--- src/rtl/seq_ctrl_pkg.sv ---
// Package for the step-sequence controller.
// Holds the FSM state encoding, the run-mode constants and the reset contents
// of the step table. Reset contents are entries 0..7 = 7,3,1,0,2,4,6,7.
// Entries past index 7 in a deeper table reset to 7.
package seq_ctrl_pkg;

  typedef enum logic [1:0] {
    IDLE = 2'd0,
    RUN  = 2'd1,
    DONE = 2'd2
  } fsm_t;

  localparam logic [1:0] MODE_CONT   = 2'd0;
  localparam logic [1:0] MODE_SINGLE = 2'd1;
  localparam logic [1:0] MODE_BURST  = 2'd2;

  // Packed so that element [i] is table entry i.
  // The concatenation lists element 7 first.
  localparam logic [7:0][2:0] DEFAULT_TABLE = {3'd7, 3'd6, 3'd4, 3'd2,
                                               3'd0, 3'd1, 3'd3, 3'd7};

  function automatic logic [2:0] default_entry(input int unsigned i);
    logic [2:0] sel;
    sel = i[2:0];
    if (i < 8) return DEFAULT_TABLE[sel];
    else       return 3'd7;
  endfunction

endpackage

--- src/rtl/seq_step_table.sv ---
// seq_step_table: DEPTH x WIDTH step register file.
// Writes are synchronous and reads are asynchronous.
// Rst reloads the default step table.
// Ports:
//   Clk, Rst        clock, synchronous active-high reset (reloads defaults)
//   Wr_en           write strobe (already gated by the controller)
//   Wr_addr/Wr_data write address / data
//   Rd_addr         read address
//   Rd_data         combinational read data
module seq_step_table
  import seq_ctrl_pkg::*;
#(
  parameter int WIDTH = 3,
  parameter int DEPTH = 8,
  parameter int AW    = $clog2(DEPTH)
) (
  input  logic             Clk,
  input  logic             Rst,
  input  logic             Wr_en,
  input  logic [AW-1:0]    Wr_addr,
  input  logic [WIDTH-1:0] Wr_data,
  input  logic [AW-1:0]    Rd_addr,
  output logic [WIDTH-1:0] Rd_data
);

  logic [WIDTH-1:0] mem [DEPTH];

  always_ff @(posedge Clk) begin
    if (Rst) begin
      for (int i = 0; i < DEPTH; i++) begin
        mem[i] <= WIDTH'(default_entry(i));
      end
    end else if (Wr_en) begin
      mem[Wr_addr] <= Wr_data;
    end
  end

  assign Rd_data = mem[Rd_addr];

endmodule

--- src/rtl/seq_step_controller.sv ---
// seq_step_controller: plays out the programmable step table.
// The controller runs under Start/Stop control in continuous, single-step or
// counted-burst mode. It raises a one-cycle Done pulse when a run ends.
//
// Optional feature macro: SEQ_CTRL_REVERSE_EN.
//   When the macro is defined, the controller adds a Dir input, sampled with Start.
//   With Dir=1, playback starts at Len-1 and counts down, wrapping from 0 back to Len-1.
//
// Ports:
//   Clk, Rst        clock, synchronous active-high reset
//   Start, Stop     run request (sampled in IDLE) / abort (sampled in RUN)
//   Mode            0 continuous, 1 single, 2 burst, 3 behaves as single
//   Burst_len, Len  burst step count and active table length, sampled with Start
//   Wr_en/addr/data table write port, ignored while Busy
//   State, Idx      current step value and its table index
//   Valid, Busy     new step this cycle / FSM not idle
//   Done            one-cycle completion pulse
//   Fsm_state       FSM state for observation
//
// Handshake: no backpressure.
//   Valid=1 marks exactly one new State/Idx pair in that cycle.
//   Done is high only in the single DONE cycle that follows the last Valid step.
module seq_step_controller
  import seq_ctrl_pkg::*;
#(
  parameter int WIDTH = 3,
  parameter int DEPTH = 8,
  parameter int CNT_W = 8,
  parameter int AW    = $clog2(DEPTH)
) (
  input  logic             Clk,
  input  logic             Rst,
  input  logic             Start,
  input  logic             Stop,
  input  logic [1:0]       Mode,
  input  logic [CNT_W-1:0] Burst_len,
  input  logic [AW:0]      Len,
`ifdef SEQ_CTRL_REVERSE_EN
  input  logic             Dir,
`endif
  input  logic             Wr_en,
  input  logic [AW-1:0]    Wr_addr,
  input  logic [WIDTH-1:0] Wr_data,
  output logic [WIDTH-1:0] State,
  output logic             Valid,
  output logic             Busy,
  output logic             Done,
  output logic [AW-1:0]    Idx,
  output logic [1:0]       Fsm_state
);

  fsm_t             fsm_q, fsm_d;
  logic [1:0]       mode_q;
  logic [AW:0]      len_q;
  logic [CNT_W-1:0] cnt_q;
  logic [AW-1:0]    idx_q;
  logic [WIDTH-1:0] state_q;
  logic             dir_q;

  logic [AW:0]      len_in_eff;
  logic [AW-1:0]    last_in, last_q, first_idx, next_idx, rd_addr;
  logic [WIDTH-1:0] rd_data;
  logic [1:0]       mode_in_eff;
  logic             dir_in, finish;

`ifdef SEQ_CTRL_REVERSE_EN
  assign dir_in = Dir;
`else
  assign dir_in = 1'b0;
`endif

  // Len of 0 or anything above DEPTH means "use the whole table".
  assign len_in_eff  = (Len == '0 || Len > (AW+1)'(DEPTH)) ? (AW+1)'(DEPTH) : Len;
  assign last_in     = AW'(len_in_eff - 1'b1);
  assign last_q      = AW'(len_q - 1'b1);
  assign mode_in_eff = (Mode == 2'd3) ? MODE_SINGLE : Mode;
  assign first_idx   = dir_in ? last_in : '0;

  always_comb begin
    next_idx = '0;
    if (dir_q) next_idx = (idx_q == '0)     ? last_q : idx_q - 1'b1;
    else       next_idx = (idx_q == last_q) ? '0     : idx_q + 1'b1;
  end

  // One read port serves both the first step (looked up from live inputs
  // in IDLE) and each following step (looked up from the latched run).
  assign rd_addr = (fsm_q == IDLE) ? first_idx : next_idx;

  // The current RUN step is the last one of the run.
  assign finish = (mode_q == MODE_SINGLE) ||
                  (mode_q == MODE_BURST && cnt_q == CNT_W'(1));

  seq_step_table #(.WIDTH(WIDTH), .DEPTH(DEPTH), .AW(AW)) u_table (
    .Clk     (Clk),
    .Rst     (Rst),
    .Wr_en   (Wr_en && (fsm_q == IDLE)),
    .Wr_addr (Wr_addr),
    .Wr_data (Wr_data),
    .Rd_addr (rd_addr),
    .Rd_data (rd_data)
  );

  // FSM: state register
  always_ff @(posedge Clk) begin
    if (Rst) fsm_q <= IDLE;
    else     fsm_q <= fsm_d;
  end

  // FSM: next state
  always_comb begin
    fsm_d = fsm_q;
    case (fsm_q)
      IDLE:    if (Start) fsm_d = RUN;
      RUN:     if (Stop || finish) fsm_d = DONE;
      DONE:    fsm_d = IDLE;
      default: fsm_d = IDLE;
    endcase
  end

  // FSM: outputs
  always_comb begin
    Valid     = (fsm_q == RUN);
    Busy      = (fsm_q != IDLE);
    Done      = (fsm_q == DONE);
    Fsm_state = fsm_q;
  end

  // Run parameters, index, step value and burst counter
  always_ff @(posedge Clk) begin
    if (Rst) begin
      mode_q  <= MODE_CONT;
      len_q   <= (AW+1)'(DEPTH);
      cnt_q   <= CNT_W'(1);
      idx_q   <= '0;
      state_q <= WIDTH'(default_entry(0));
      dir_q   <= 1'b0;
    end else begin
      case (fsm_q)
        IDLE: if (Start) begin
          mode_q  <= mode_in_eff;
          len_q   <= len_in_eff;
          cnt_q   <= (Burst_len == '0) ? CNT_W'(1) : Burst_len;
          dir_q   <= dir_in;
          idx_q   <= first_idx;
          state_q <= rd_data;
        end
        RUN: if (fsm_d == RUN) begin
          idx_q   <= next_idx;
          state_q <= rd_data;
          cnt_q   <= cnt_q - 1'b1;
        end
        default: ;
      endcase
    end
  end

  assign State = state_q;
  assign Idx   = idx_q;

endmodule
--- config.mk ---
export PLATFORM = sky130hd
export DESIGN_NAME = seq_step_controller
export DESIGN_NICKNAME = d
export VERILOG_FILES = /design/src/rtl/seq_ctrl_pkg.sv /design/src/rtl/seq_step_table.sv /design/src/rtl/seq_step_controller.sv
export SDC_FILE = /design/constraint.sdc
export NUM_CORES = 1
export LEC_CHECK = 0
export CAP_MARGIN = 20
export CORE_MARGIN = 3
export CORE_UTILIZATION = 49
export CTS_CLUSTER_SIZE = 25
export DETAILED_ROUTE_END_ITERATION = 7
export GPL_TIMING_DRIVEN = 1
export PLACE_DENSITY = 0.85
export RECOVER_POWER = 25
export SLEW_MARGIN = 20
export SYNTH_ARGS = -nofsm -noshare
export SYNTH_HDL_FRONTEND = slang
export SYNTH_SLANG_ARGS = --single-unit
--- constraint.sdc ---
create_clock -name Clk -period 2.28 [get_ports Clk]
set_input_delay 0.456 -clock Clk [delete_from_list [all_inputs] [get_ports Clk]]
set_output_delay 0.456 -clock Clk [all_outputs]
set_load 0.02 [all_outputs]
==> results.toml <==
[clock_tree]
clockRootBuffer = "clkbuf_8"
cts_made_buffers = 5
h-tree-depth = 2
clk_latency_ns = 0.31
clock_sinks = 45
cts_tree = "built"
clockBufferDepth = 2
cts_setup_buffers = 0
path_clk_slew_ns = 0.08

[setup_path]
critPathMaxFanout = 11
reg2reg_from = "len_q[0]"
cp_data_required_time_ns = 1.82
reg2reg_setup_slack_ns = 0.15
criticalPathCategory = "flip-flop to output pin"
start_kind = "flip-flop"
end_kind = "output pin"
crit_arrival_ns = 1.69
crit_start = "Fsm_state[0]"

[timing]
final_max_slew_viol_count = 0
final-setup-viol-count = 0
tightest_slew_ns = 0.479
slew-limit-headroom_pct = 67.8
hold_violations = 0
max_freq_mhz = 466
finalCriticalPeriod_ns = 2.15
fin_skew_ns = 0.00897
finalSetupTns_ns = 0
post-route-period-util_pct = 94.1
rsz0062_at_grt = "false"

[die]
core_area_mm2 = 0.00485
die-area_mm2 = 0.00604
die_h_um = 77.7
row_count = 25
start_util_pct = 51.9
ios = 36
die_w_um = 77.7

[global_routing]
grt_pass1_wl_mm = 9.17
grt_pass1_vias = 1961
grt_max_degree = 21
antenna_found_initial = 0
overflow = 0
grt_usage_pct = 19.2

[route]
routedWlPerCell_um = 15.2
vias = 2077
drc = 0
postRouteAntennaNets = 0
first_iter_violations = 116
wl_mm = 5.64
drt_first_pass_iters = 4
viasPerCell = 5.58

[synth]
ys_ff_latch = 45
synth_ff_type = "edfxtp_1"
netlist_instances = 261
yosysUniqueCellTypes = 59
yosysWarnings = 0
syn_avg_cell_area_um2 = 9.65
syn-cell-area_mm2 = 0.00252
ys_seq_area_share_pct = 45.3
synth.net_count = 290
synth_edf_count = 24
synth_async_sr_flop_share_pct = 0

[power_and_ir_drop]
power.density_mw_per_mm2 = 588
leakagePower_uw = 0.00112
vdd_ir_drop_max_v = 0.000447

[cells_and_area]
area_delta_synth_final_pct = 23.2
seqCellArea_mm2 = 0.00114
utilization_pct = 64.0
mostFrequentLayoutCells = "clkdlybuf4s50_1 (34), nor2_1 (24), edfxtp_1 (24)"
fillers = 391
diodes = 0
layout-drive-gt1-share_pct = 12.1
layout.cells.most_common = "clkdlybuf4s50_1"
layout.nets = 333
multi_input_area_mm2 = 0.00127

[place]
place_congestion = 0.909
port_buffers = 35
dpl.hpwl_mm = 4.18

[hold_path]
hold_class = "flip-flop to flip-flop"
min-delay-start = "mode_q[0]"

[outcome]
run_status = "finished, final reports clean"

[run]
max-cap-violations = 0
[state kept, by name, indices dropped and copies added (netlist names)]
name         flops
len_q            3
u_table.mem     24
State            3
Idx              3
mode_q           2
Fsm_state        2
cnt_q            8
[report_power, final]
part           total (uW)  leakage, uW  switching, uW  internal, uW
clock network         518    0.0000447            297           221
logic                 387     0.000701            214           174
registers             919     0.000378           30.8           889
[worst max-delay path, cell delays in order, from the launching register on]
cell             delay [ns]
dfxtp_1                0.45
nand2b_1               0.15
inv_4                  0.16
clkdlybuf4s50_1        0.62
[Yosys cell counts (2+ instances only)]
master / count / area [um2]
a211oi_1: 5 / 37.5
nand3_1: 3 / 15.0
mux2_2: 2 / 22.5
nand2_1: 23 / 86.3
or2_2: 2 / 12.5
edfxtp_1: 24 / 721
o2bb2ai_1: 2 / 17.5
o21ai_0: 9 / 45.0
nor2_1: 24 / 90.1
o21ai_1: 5 / 25.0
buf_2: 3 / 15.0
xnor2_1: 3 / 26.3
inv_4: 2 / 12.5
a22o_1: 3 / 26.3
clkbuf_1: 8 / 30.0
a21oi_1: 20 / 100
nand2b_1: 9 / 56.3
mux2i_1: 8 / 80.1
o2111ai_1: 5 / 43.8
and2_1: 4 / 25.0
dfxtp_1: 21 / 420
inv_1: 14 / 52.6
ha_1: 4 / 50.1
nor3_1: 11 / 55.1
o31ai_1: 2 / 15.0
or3_1: 8 / 50.1
nor3b_1: 4 / 30.0
xor2_1: 2 / 17.5
[kinds of logic (layout without fill, tap and decap cells)]
kind of cell	after synthesis	count (layout)	synth area share, %
fa+ha+maj	4	4	1.99
buf+inv	29	73	5.02
simple gates	100	100	20.7
mux	11	11	4.52
flops	45	45	45.3
xor+xnor	7	7	3.63
compound gates	65	65	18.8
[cell type report]
| cell class | count | area share [%] |
|---|---|---|
| clock inverter | 3 | 0.806 |
| inverter | 16 | 2.10 |
| tap | 67 | 2.70 |
| sequential | 45 | 36.8 |
| timing repair buffer | 49 | 14.3 |
| clock buffer | 5 | 2.22 |
| multi-input combinational | 187 | 41.1 |
[path summary, 6_finish.rpt]
check | endpoint | depth (start not counted)
setup / recovery | Valid | 3
hold / removal | mode_q[0] | 2
setup reg to reg | State[1] | 8
hold reg to reg | mode_q[0] | 2
[repair_timing]
item	CTS	global route
setup endpoints to repair	0	5
hold buffers	0	0
gates resized for setup	0	2
[routing by layer]
metal  wire [um]  GRT usage [%]  up-vias
met5           0              0        -
met4          92           6.94        0
met3         313           3.83       11
met2        2810           32.7       79
met1        2420           24.1      954
li1            -              -     1033
[through the flow]
stage | total power, uW | cells | hold slack (ns) | setup slack [ns] | area [um2]
6_report | 1820 | 372 | 0.487 | 0.135 | 3100
5_1_grt | 1900 | 372 | 0.499 | 0.0280 | 3100
4_1_cts | 1830 | 372 | 0.482 | 0.115 | 3100
3_5_place_dp | 1320 | 364 | 0.470 | 0.140 | 3000
3_3_place_gp | 1310 | 364 | 0.467 | 0.204 | 3000
2_1_floorplan | 1170 | 261 | 0.450 | 0.0546 | 2530
No activity file was read; power rests on OpenSTA's default activity.
